[config.mk]
export PLATFORM = sky130hd
export DESIGN_NAME = load_store_unit
export DESIGN_NICKNAME = d
export VERILOG_FILES = /design/src/rtl/load_store_unit.sv
export SDC_FILE = /design/constraint.sdc
export NUM_CORES = 1
export LEC_CHECK = 0
export ABC_CLOCK_PERIOD_IN_PS = 13900
export CAP_MARGIN = 20
export CORE_AREA = 2 2 95 143
export CTS_CLUSTER_SIZE = 40
export DETAILED_ROUTE_END_ITERATION = 7
export DIE_AREA = 0 0 97 145
export PLACE_DENSITY = 0.95
export SLEW_MARGIN = 20
export SYNTH_ARGS = -nofsm -noshare
export SYNTH_HDL_FRONTEND = slang
export SYNTH_SLANG_ARGS = --single-unit
export TNS_END_PERCENT = 50
[constraint.sdc]
create_clock -name clk -period 13.9 [get_ports clk]
set_clock_uncertainty 0.15 [all_clocks]
set_input_delay 2.78 -clock clk [delete_from_list [all_inputs] [get_ports clk]]
set_output_delay 2.78 -clock clk [all_outputs]
set_load 0.02 [all_outputs]
[src/rtl/load_store_unit.sv]
// rtl/load_store_unit.sv - MIPS150 load/store unit: req/ack data-memory port, lane alignment, load extension
module load_store_unit #(
    parameter int TIMEOUT_CYC = 255
) (
    input  logic        clk,
    input  logic        rst,
    input  logic        req_valid,
    output logic        req_ready,
    input  logic [5:0]  opcode,
    input  logic [31:0] addr,
    input  logic [31:0] wdata,
    input  logic [4:0]  rd_in,
    output logic        mem_req,
    output logic        mem_we,
    output logic [31:0] mem_addr,
    output logic [3:0]  mem_be,
    output logic [31:0] mem_wdata,
    input  logic        mem_ack,
    input  logic [31:0] mem_rdata,
    output logic        resp_valid,
    output logic [31:0] resp_data,
    output logic [4:0]  resp_rd,
    output logic        resp_wen,
    output logic [1:0]  fault,
    output logic        stall
);

    localparam logic [5:0] OP_LB  = 6'h20;
    localparam logic [5:0] OP_LH  = 6'h21;
    localparam logic [5:0] OP_LW  = 6'h23;
    localparam logic [5:0] OP_LBU = 6'h24;
    localparam logic [5:0] OP_LHU = 6'h25;
    localparam logic [5:0] OP_SB  = 6'h28;
    localparam logic [5:0] OP_SH  = 6'h29;
    localparam logic [5:0] OP_SW  = 6'h2b;

    localparam logic [1:0] F_NONE    = 2'b00;
    localparam logic [1:0] F_MISALN  = 2'b01;
    localparam logic [1:0] F_TIMEOUT = 2'b10;
    localparam logic [1:0] F_ILLEGAL = 2'b11;

    typedef enum logic [1:0] {S_IDLE, S_REQ, S_RESP} state_t;

    state_t      state_q, state_d;
    logic [5:0]  op_q, op_d;
    logic [1:0]  lo_q, lo_d;
    logic [4:0]  rd_q, rd_d;
    logic        mem_we_q, mem_we_d;
    logic [31:0] mem_addr_q, mem_addr_d;
    logic [3:0]  mem_be_q, mem_be_d;
    logic [31:0] mem_wdata_q, mem_wdata_d;
    logic [7:0]  cnt_q, cnt_d;
    logic [31:0] resp_data_q, resp_data_d;
    logic [4:0]  resp_rd_q, resp_rd_d;
    logic        resp_wen_q, resp_wen_d;
    logic [1:0]  fault_q, fault_d;

    // Decode of the request presented by EX
    logic        in_legal, in_store, in_misaligned;
    logic [3:0]  in_be;
    logic [31:0] in_wdata;

    always_comb begin
        in_legal      = 1'b1;
        in_store      = 1'b0;
        in_misaligned = 1'b0;
        in_be         = 4'b1111;
        in_wdata      = 32'h0;
        case (opcode)
            OP_LB, OP_LBU: ;
            OP_LH, OP_LHU: in_misaligned = addr[0];
            OP_LW:         in_misaligned = (addr[1:0] != 2'b00);
            OP_SB: begin
                in_store = 1'b1;
                in_be    = 4'b0001 << addr[1:0];
                in_wdata = {4{wdata[7:0]}};
            end
            OP_SH: begin
                in_store      = 1'b1;
                in_misaligned = addr[0];
                in_be         = addr[1] ? 4'b1100 : 4'b0011;
                in_wdata      = {2{wdata[15:0]}};
            end
            OP_SW: begin
                in_store      = 1'b1;
                in_misaligned = (addr[1:0] != 2'b00);
                in_wdata      = wdata;
            end
            default: begin
                in_legal = 1'b0;
                in_be    = 4'b0000;
            end
        endcase
    end

    logic [31:0] rd_shifted;
    logic [31:0] load_ext;

    always_comb begin
        rd_shifted = mem_rdata >> {lo_q, 3'b000};
        case (op_q)
            OP_LB:   load_ext = {{24{rd_shifted[7]}}, rd_shifted[7:0]};
            OP_LBU:  load_ext = {24'h0, rd_shifted[7:0]};
            OP_LH:   load_ext = {{16{rd_shifted[15]}}, rd_shifted[15:0]};
            OP_LHU:  load_ext = {16'h0, rd_shifted[15:0]};
            OP_LW:   load_ext = mem_rdata;
            default: load_ext = 32'h0;
        endcase
    end

    always_comb begin
        state_d     = state_q;
        op_d        = op_q;
        lo_d        = lo_q;
        rd_d        = rd_q;
        mem_we_d    = mem_we_q;
        mem_addr_d  = mem_addr_q;
        mem_be_d    = mem_be_q;
        mem_wdata_d = mem_wdata_q;
        cnt_d       = cnt_q;
        resp_data_d = resp_data_q;
        resp_rd_d   = resp_rd_q;
        resp_wen_d  = resp_wen_q;
        fault_d     = fault_q;
        case (state_q)
            S_IDLE: begin
                if (req_valid) begin
                    op_d        = opcode;
                    lo_d        = addr[1:0];
                    rd_d        = rd_in;
                    mem_we_d    = in_store;
                    mem_addr_d  = {addr[31:2], 2'b00};
                    mem_be_d    = in_be;
                    mem_wdata_d = in_wdata;
                    if (!in_legal || in_misaligned) begin
                        // Illegal opcode outranks misalignment; no memory access either way
                        state_d     = S_RESP;
                        fault_d     = in_legal ? F_MISALN : F_ILLEGAL;
                        resp_data_d = 32'h0;
                        resp_wen_d  = 1'b0;
                        resp_rd_d   = rd_in;
                    end else begin
                        state_d = S_REQ;
                        cnt_d   = 8'd1;
                    end
                end
            end
            S_REQ: begin
                // An ack on the last allowed cycle is checked first so it beats the timeout
                if (mem_ack) begin
                    state_d     = S_RESP;
                    fault_d     = F_NONE;
                    resp_data_d = mem_we_q ? 32'h0 : load_ext;
                    resp_wen_d  = !mem_we_q;
                    resp_rd_d   = rd_q;
                end else if (cnt_q == 8'(TIMEOUT_CYC)) begin
                    state_d     = S_RESP;
                    fault_d     = F_TIMEOUT;
                    resp_data_d = 32'h0;
                    resp_wen_d  = 1'b0;
                    resp_rd_d   = rd_q;
                end else begin
                    cnt_d = cnt_q + 8'd1;
                end
            end
            S_RESP:  state_d = S_IDLE;
            default: state_d = S_IDLE;
        endcase
    end

    always_ff @(posedge clk or posedge rst) begin
        if (rst) begin
            state_q     <= S_IDLE;
            op_q        <= 6'h0;
            lo_q        <= 2'b00;
            rd_q        <= 5'h0;
            mem_we_q    <= 1'b0;
            mem_addr_q  <= 32'h0;
            mem_be_q    <= 4'h0;
            mem_wdata_q <= 32'h0;
            cnt_q       <= 8'h0;
            resp_data_q <= 32'h0;
            resp_rd_q   <= 5'h0;
            resp_wen_q  <= 1'b0;
            fault_q     <= 2'b00;
        end else begin
            state_q     <= state_d;
            op_q        <= op_d;
            lo_q        <= lo_d;
            rd_q        <= rd_d;
            mem_we_q    <= mem_we_d;
            mem_addr_q  <= mem_addr_d;
            mem_be_q    <= mem_be_d;
            mem_wdata_q <= mem_wdata_d;
            cnt_q       <= cnt_d;
            resp_data_q <= resp_data_d;
            resp_rd_q   <= resp_rd_d;
            resp_wen_q  <= resp_wen_d;
            fault_q     <= fault_d;
        end
    end

    assign req_ready  = (state_q == S_IDLE);
    assign stall      = !req_ready;
    assign mem_req    = (state_q == S_REQ);
    assign resp_valid = (state_q == S_RESP);
    assign mem_we     = mem_we_q;
    assign mem_addr   = mem_addr_q;
    assign mem_be     = mem_be_q;
    assign mem_wdata  = mem_wdata_q;
    assign resp_data  = resp_data_q;
    assign resp_rd    = resp_rd_q;
    assign resp_wen   = resp_wen_q;
    assign fault      = fault_q;

endmodule

==> flow_metrics.tcl, run 1 <==
set metrics [dict create \
    fin_util_pct 69.8 \
    crit_fanout 40 \
    layout-drive-gt1-share_pct 7.46 \
    post-place-ws_ps 7970 \
    fin_crit_sh_pct 40.0 \
    viasPerCell 5.66 \
    die_area_um2 14100 \
    synth-seq-area-share_pct 53.5 \
    synth.distinct_cells 53 \
    yosys-top-cells-count "nand2_1 (184), dfrtp_1 (130), a21oi_1 (44)" \
    synth.most_common_cell "nand2_1" \
    hold_violations 0 \
    worst_slew_pin_slew_ps 1080 \
    place_congestion 0.874 \
    initial_core_util_pct 47.4 \
    cts_root_buffer "clkbuf_16" \
    antenna_found_initial 0 \
    grt_start_max_net_pins 103 \
    status "completed" \
    grt_pass1_wl_um 30400 \
    clockBufferDepth 2 \
    syn_to_final_growth_pct 47.3 \
    drt-initial-drc-count 396 \
    drtPass1Iterations 5 \
    finalMaxSlewViolations 0 \
    postLayoutSetupSlackWorst_ps 8340 \
    clock_latency_ps 410 \
    relSlewSlack_pct 27.6 \
    nets 957 \
    holdBufCountCts 0 \
    h-tree-depth 4 \
    tritoncts "yes" \
    drv_cap 0 \
    synth_cells 643 \
    yosys_warnings 0 \
    post_cts_buffers 0 \
    ir_drop_uv 216 \
    grt_pass1_vias 5809 \
    grt_setup_unrepaired "false" \
    wl_um 18800 \
    clock.fmax_ghz 0.180 \
    io_pins 224 \
    grt.total_usage_pct 26.9 \
    dieHeight_um 145 \
    final_antenna_net_count 0 \
    endpoint_kind "flip-flop" \
    grt.overflow.total 0 \
    syn_area_um2 6080 \
    synth_seq_cells 130 \
    finalSetupViolations 0 \
    row_count 51 \
    synthTopCellsByArea "dfrtp_1 (53%), nand2_1 (11%), o2bb2ai_1 (4.9%)" \
    cts.sinks 130 \
    arrival_ps 5710 \
    crit_required_ps 14050 \
    p_leak_uw 0.00392 \
    core_um2 12800 \
    path_class "in -> reg" \
    busiest_layer "met2" \
    use_met3_pct 7.80 \
    wl_per_cell_um 18.5 \
    cp-start-kind "input port" \
    synth_flop_cell "dfrtp_1" \
    powerDensity_nw_per_um2 191 \
    period_minus_slack_ps 5560 \
    vias 5756 \
    drc 0 \
    min-delay-path-class "reg -> reg" \
    synth_edf_count 0 \
    die_w_um 97 \
    ctsResizeCount 0 \
    port_buffers 221 \
    p_total_uw 1710 \
    clk_pin_slew_ps 60 \
    tns_ps 0 \
    dp_hpwl_um 13000 \
    yosysTopAreaCellShare_pct 53.5 \
    num_antenna_cells 0 \
    cts_buffers 17 \
    grtUsageMet2_pct 43.5 \
    async_reset_ff_share_pct 100 \
    yosysTopAreaCell "dfrtp_1" \
    grtUsageMet1_pct 33.3 \
    syn_avg_cell_area_um2 9.46 \
]
-- critical path: stages --
cell and delay, ps:
clkdlybuf4s50_1 970, nor2b_1 110, o22ai_1 300, a41oi_2 230, nor2_4 890, mux2_2 420
-- worst paths after layout --
kind | slack, ps | endpoint | depth (start not counted) | startpoint
worst max-delay path | 8340 | resp_rd[1]$_DFFE_PP0P_ | 6 | opcode[0]
worst min-delay path | 320 | mem_addr[6]$_DFFE_PP0P_ | 2 | mem_addr[6]$_DFFE_PP0P_
worst max register to register | 10690 | resp_rd[1]$_DFFE_PP0P_ | 6 | state_q[1]$_DFFE_PP0P_
worst min register to register | 320 | mem_addr[6]$_DFFE_PP0P_ | 2 | mem_addr[6]$_DFFE_PP0P_
max in group asynchronous | 9520 | resp_wen$_DFFE_PP0P_ | 3 | rst
min in group asynchronous | 2720 | mem_addr[2]$_DFFE_PP0P_ | 2 | rst
-- layout by cell type (no fill, tap or decap), types with 3 or more instances in the layout --
cell,Yosys,routed
a211o_1,8,8
nor2b_1,11,11
inv_6,0,4
clkbuf_16,0,17
o21ai_0,27,27
o2bb2ai_1,34,34
nand3_1,5,5
buf_4,2,5
dfrtp_1,130,130
nand2_1,184,183
nor2_1,37,37
inv_1,8,7
clkinvlp_4,0,4
a221oi_1,8,8
mux2i_1,16,16
a22o_1,12,12
a211oi_1,8,8
or2_2,10,10
clkdlybuf4s50_1,0,221
a32oi_1,7,7
mux2_2,4,4
mux2_4,3,3
nand2b_1,3,3
a21oi_1,44,44
-- kinds of logic (layout without fill, tap and decap cells) --
group	Yosys count	count (layout)	synth area share, %
buffers and inverters	53	267	3.97
AOI/OAI and AO/OA	168	168	19.6
other	1	2	0.0616
adders and majority gates	1	1	0.206
muxes	23	23	4.11
DFF	130	130	53.5
and+or+nand+nor	267	267	18.6
-- state kept, by name (all words and copies together) (netlist names), 4 cells and up --
register,cells
cnt_q,8
mem_addr,30
mem_be,4
mem_wdata,32
op_q,6
rd_q,5
resp_data,32
resp_rd,5
-- layout make-up --
| class | instances | area, um2 |
|---|---|---|
| Clock buffer | 18 | 439 |
| Clock inverter | 14 | 153 |
| Fill cell | 934 | 3870 |
| Inverter | 8 | 32.5 |
| Multi-Input combinational cell | 461 | 2620 |
| Sequential cell | 130 | 3250 |
| Tap cell | 159 | 199 |
| Timing Repair Buffer | 227 | 2260 |
-- per-stage QoR --
stage	hold slack, ps	std cells	instance area [um2]
5_1_grt	345	1017	8960
6_report	324	1017	8960
4_1_cts	327	1016	8940
3_3_place_gp	307	984	8350
3_5_place_dp	312	984	8350
2_1_floorplan	296	644	6090
-- metal layers --
layer / part of all wire [%] / vias to the layer above
met5: 0 / -
met4: 3.7 / 0
met3: 8.0 / 55
met2: 49 / 306
met1: 39 / 2764
li1: - / 2631
-- report_power, final --
part | switching, uW | total (uW) | internal (uW)
combinational | 384 | 688 | 304
sequential | 94.0 | 578 | 484
clock | 177 | 448 | 271
Note: power is estimated with default switching activity, not from simulation.
==> run 2, diff against run 1 <==
--- a/config.mk
+++ b/config.mk
@@ -5,13 +5,13 @@
 export SDC_FILE = /design/constraint.sdc
 export NUM_CORES = 1
 export LEC_CHECK = 0
-export ABC_CLOCK_PERIOD_IN_PS = 13900
+export ABC_CLOCK_PERIOD_IN_PS = 5800
 export CAP_MARGIN = 20
-export CORE_AREA = 2 2 95 143
+export CORE_AREA = 2 2 98 148
 export CTS_CLUSTER_SIZE = 40
 export DETAILED_ROUTE_END_ITERATION = 7
-export DIE_AREA = 0 0 97 145
-export PLACE_DENSITY = 0.95
+export DIE_AREA = 0 0 100 150
+export PLACE_DENSITY = 0.92
 export SLEW_MARGIN = 20
 export SYNTH_ARGS = -nofsm -noshare
 export SYNTH_HDL_FRONTEND = slang
==> constraint.sdc (replaced) <==
create_clock -name clk -period 5.8 [get_ports clk]
set_clock_uncertainty 0.15 [all_clocks]
set_input_delay 1.16 -clock clk [delete_from_list [all_inputs] [get_ports clk]]
set_output_delay 1.16 -clock clk [all_outputs]
set_load 0.02 [all_outputs]
==> flow_metrics.tcl, run 2 (synthesized netlist as in run 1, its figures left out) <==
set metrics [dict create \
    layout_commonest_cell "clkdlybuf4s50_1" \
    num_antenna_cells 0 \
    port_buffers 221 \
    post_cts_buffers 0 \
    path_class "reg -> out" \
    hold_violations 0 \
    drc 0 \
    wl_um 18600 \
    p_total_uw 4120 \
    grt_start_max_net_pins 103 \
    core_um2 13800 \
    drv_cap 0 \
    fin_crit_sh_pct 63.7 \
    die_w_um 100 \
    vias 5735 \
    grt_pass1_vias 5765 \
    dp_hpwl_um 13000 \
    initial_core_util_pct 44.1 \
    period_minus_slack_ps 3690 \
    p_seq_share_pct 33.6 \
    antenna_found_initial 0 \
    grt.overflow.total 0 \
    finalMaxSlewViolations 0 \
    syn_to_final_growth_pct 47.6 \
    h-tree-depth 4 \
    arrival_ps 2380 \
    endpoint_kind "output pin" \
    p_leak_uw 0.00394 \
    dieHeight_um 150 \
    status "completed" \
    cts_root_buffer "clkbuf_16" \
    crit_fanout 14 \
    powerDensity_nw_per_um2 459 \
    worst_slew_pin_slew_ps 1190 \
    grt_pass1_wl_um 29300 \
    worst_r2r_path_depth 5 \
    viasPerCell 5.61 \
    grt.total_usage_pct 25.2 \
    relSlewSlack_pct 20.7 \
    clk_pin_slew_ps 50 \
    clock.fmax_ghz 0.271 \
    pwr-share-clk_pct 26.6 \
    drtPass1Iterations 5 \
    die_area_um2 15000 \
    fin_util_pct 65.1 \
    final_antenna_net_count 0 \
    drt-initial-drc-count 311 \
    reg2reg_slack_ps 2580 \
    row_count 53 \
    min-delay-path-class "reg -> reg" \
    crit_end "mem_req" \
    internal_power_uw 2600 \
    nets 958 \
    tns_ps 0 \
    clockBufferDepth 2 \
    finalSetupViolations 0 \
    fill_cells 1076 \
    place_congestion 0.924 \
    layout-drive-gt1-share_pct 7.34 \
    rr_endpoint "resp_data[13]$_DFFE_PP0P_" \
    ctsResizeCount 0 \
    ir_drop_uv 319 \
    r2r-start "state_q[1]$_DFFE_PP0P_" \
    p_switching_uw 1520 \
    tritoncts "yes" \
    grt_setup_unrepaired "false" \
    wl_per_cell_um 18.2 \
    io_pins 224 \
    cp-start-kind "flip-flop" \
    cts_buffers 17 \
    clock_latency_ps 410 \
    final_cell_mix "clkdlybuf4s50_1 (221), nand2_1 (183), dfrtp_1 (130)" \
    holdBufCountCts 0 \
    p_comb_share_pct 39.8 \
    cts.sinks 130 \
    crit_required_ps 4490 \
    startpoint "state_q[1]$_DFFE_PP0P_" \
    p_sw_share_pct 37.0 \
]
==> run 2: metal layers <==
metal	global-route usage, %	vias to the layer above	wire length, um
met3	7.85	57	1430
met5	0	-	0
met4	12.3	0	808
met1	30.3	2739	7200
met2	40.7	290	9180
li1	-	2649	-
==> run 2: stage by stage <==
stage / worst slack [ps] / instances / hold slack (ps) / instance area, um2
6_report: 2110 / 1023 / 323 / 8980
5_1_grt: 1920 / 1023 / 346 / 8980
4_1_cts: 2090 / 1023 / 327 / 8980
3_5_place_dp: 1710 / 992 / 312 / 8370
3_3_place_gp: 1840 / 992 / 306 / 8370
2_1_floorplan: 1020 / 644 / 296 / 6090
==> run 2: final cells by class <==
type | instances | area (um2) | area share (%)
Multi-Input combinational cell | 461 | 2620 | 29.2
Inverter | 8 | 32.5 | 0.362
Clock inverter | 10 | 133 | 1.48
Timing Repair Buffer | 228 | 2260 | 25.2
Clock buffer | 21 | 470 | 5.24
Tap cell | 165 | 206 | 2.30
Sequential cell | 130 | 3250 | 36.2
==> run 2: worst min path at each step <==
stage	from	endpoint	slack [ps]	cells after the start
after floorplan	rd_q[0]$_DFFE_PP0P_	rd_q[0]$_DFFE_PP0P_	300	2
after global placement	mem_addr[25]$_DFFE_PP0P_	mem_addr[25]$_DFFE_PP0P_	310	2
after detailed placement	mem_addr[12]$_DFFE_PP0P_	mem_addr[12]$_DFFE_PP0P_	310	2
after CTS	mem_addr[12]$_DFFE_PP0P_	mem_addr[12]$_DFFE_PP0P_	330	2
after global routing	resp_data[25]$_DFFE_PP0P_	resp_data[25]$_DFFE_PP0P_	350	1
final	mem_addr[12]$_DFFE_PP0P_	mem_addr[12]$_DFFE_PP0P_	320	2
==> run 2: worst max-delay path, cell delays in order, from the launching register on <==
cell and delay [ps]:
dfrtp_1 460, nand2b_1 380, inv_1 440, clkdlybuf4s50_1 700
==> run 2: power by group through the flow <==
stage                     sequential (uW)  clock (uW)  combinational, uW
after global routing                 1420        1160               1790
after floorplan                      1550           0                788
after global placement               1380           0               1610
after CTS                            1380        1110               1660
final                                1380        1090               1640
after detailed placement             1390           0               1650
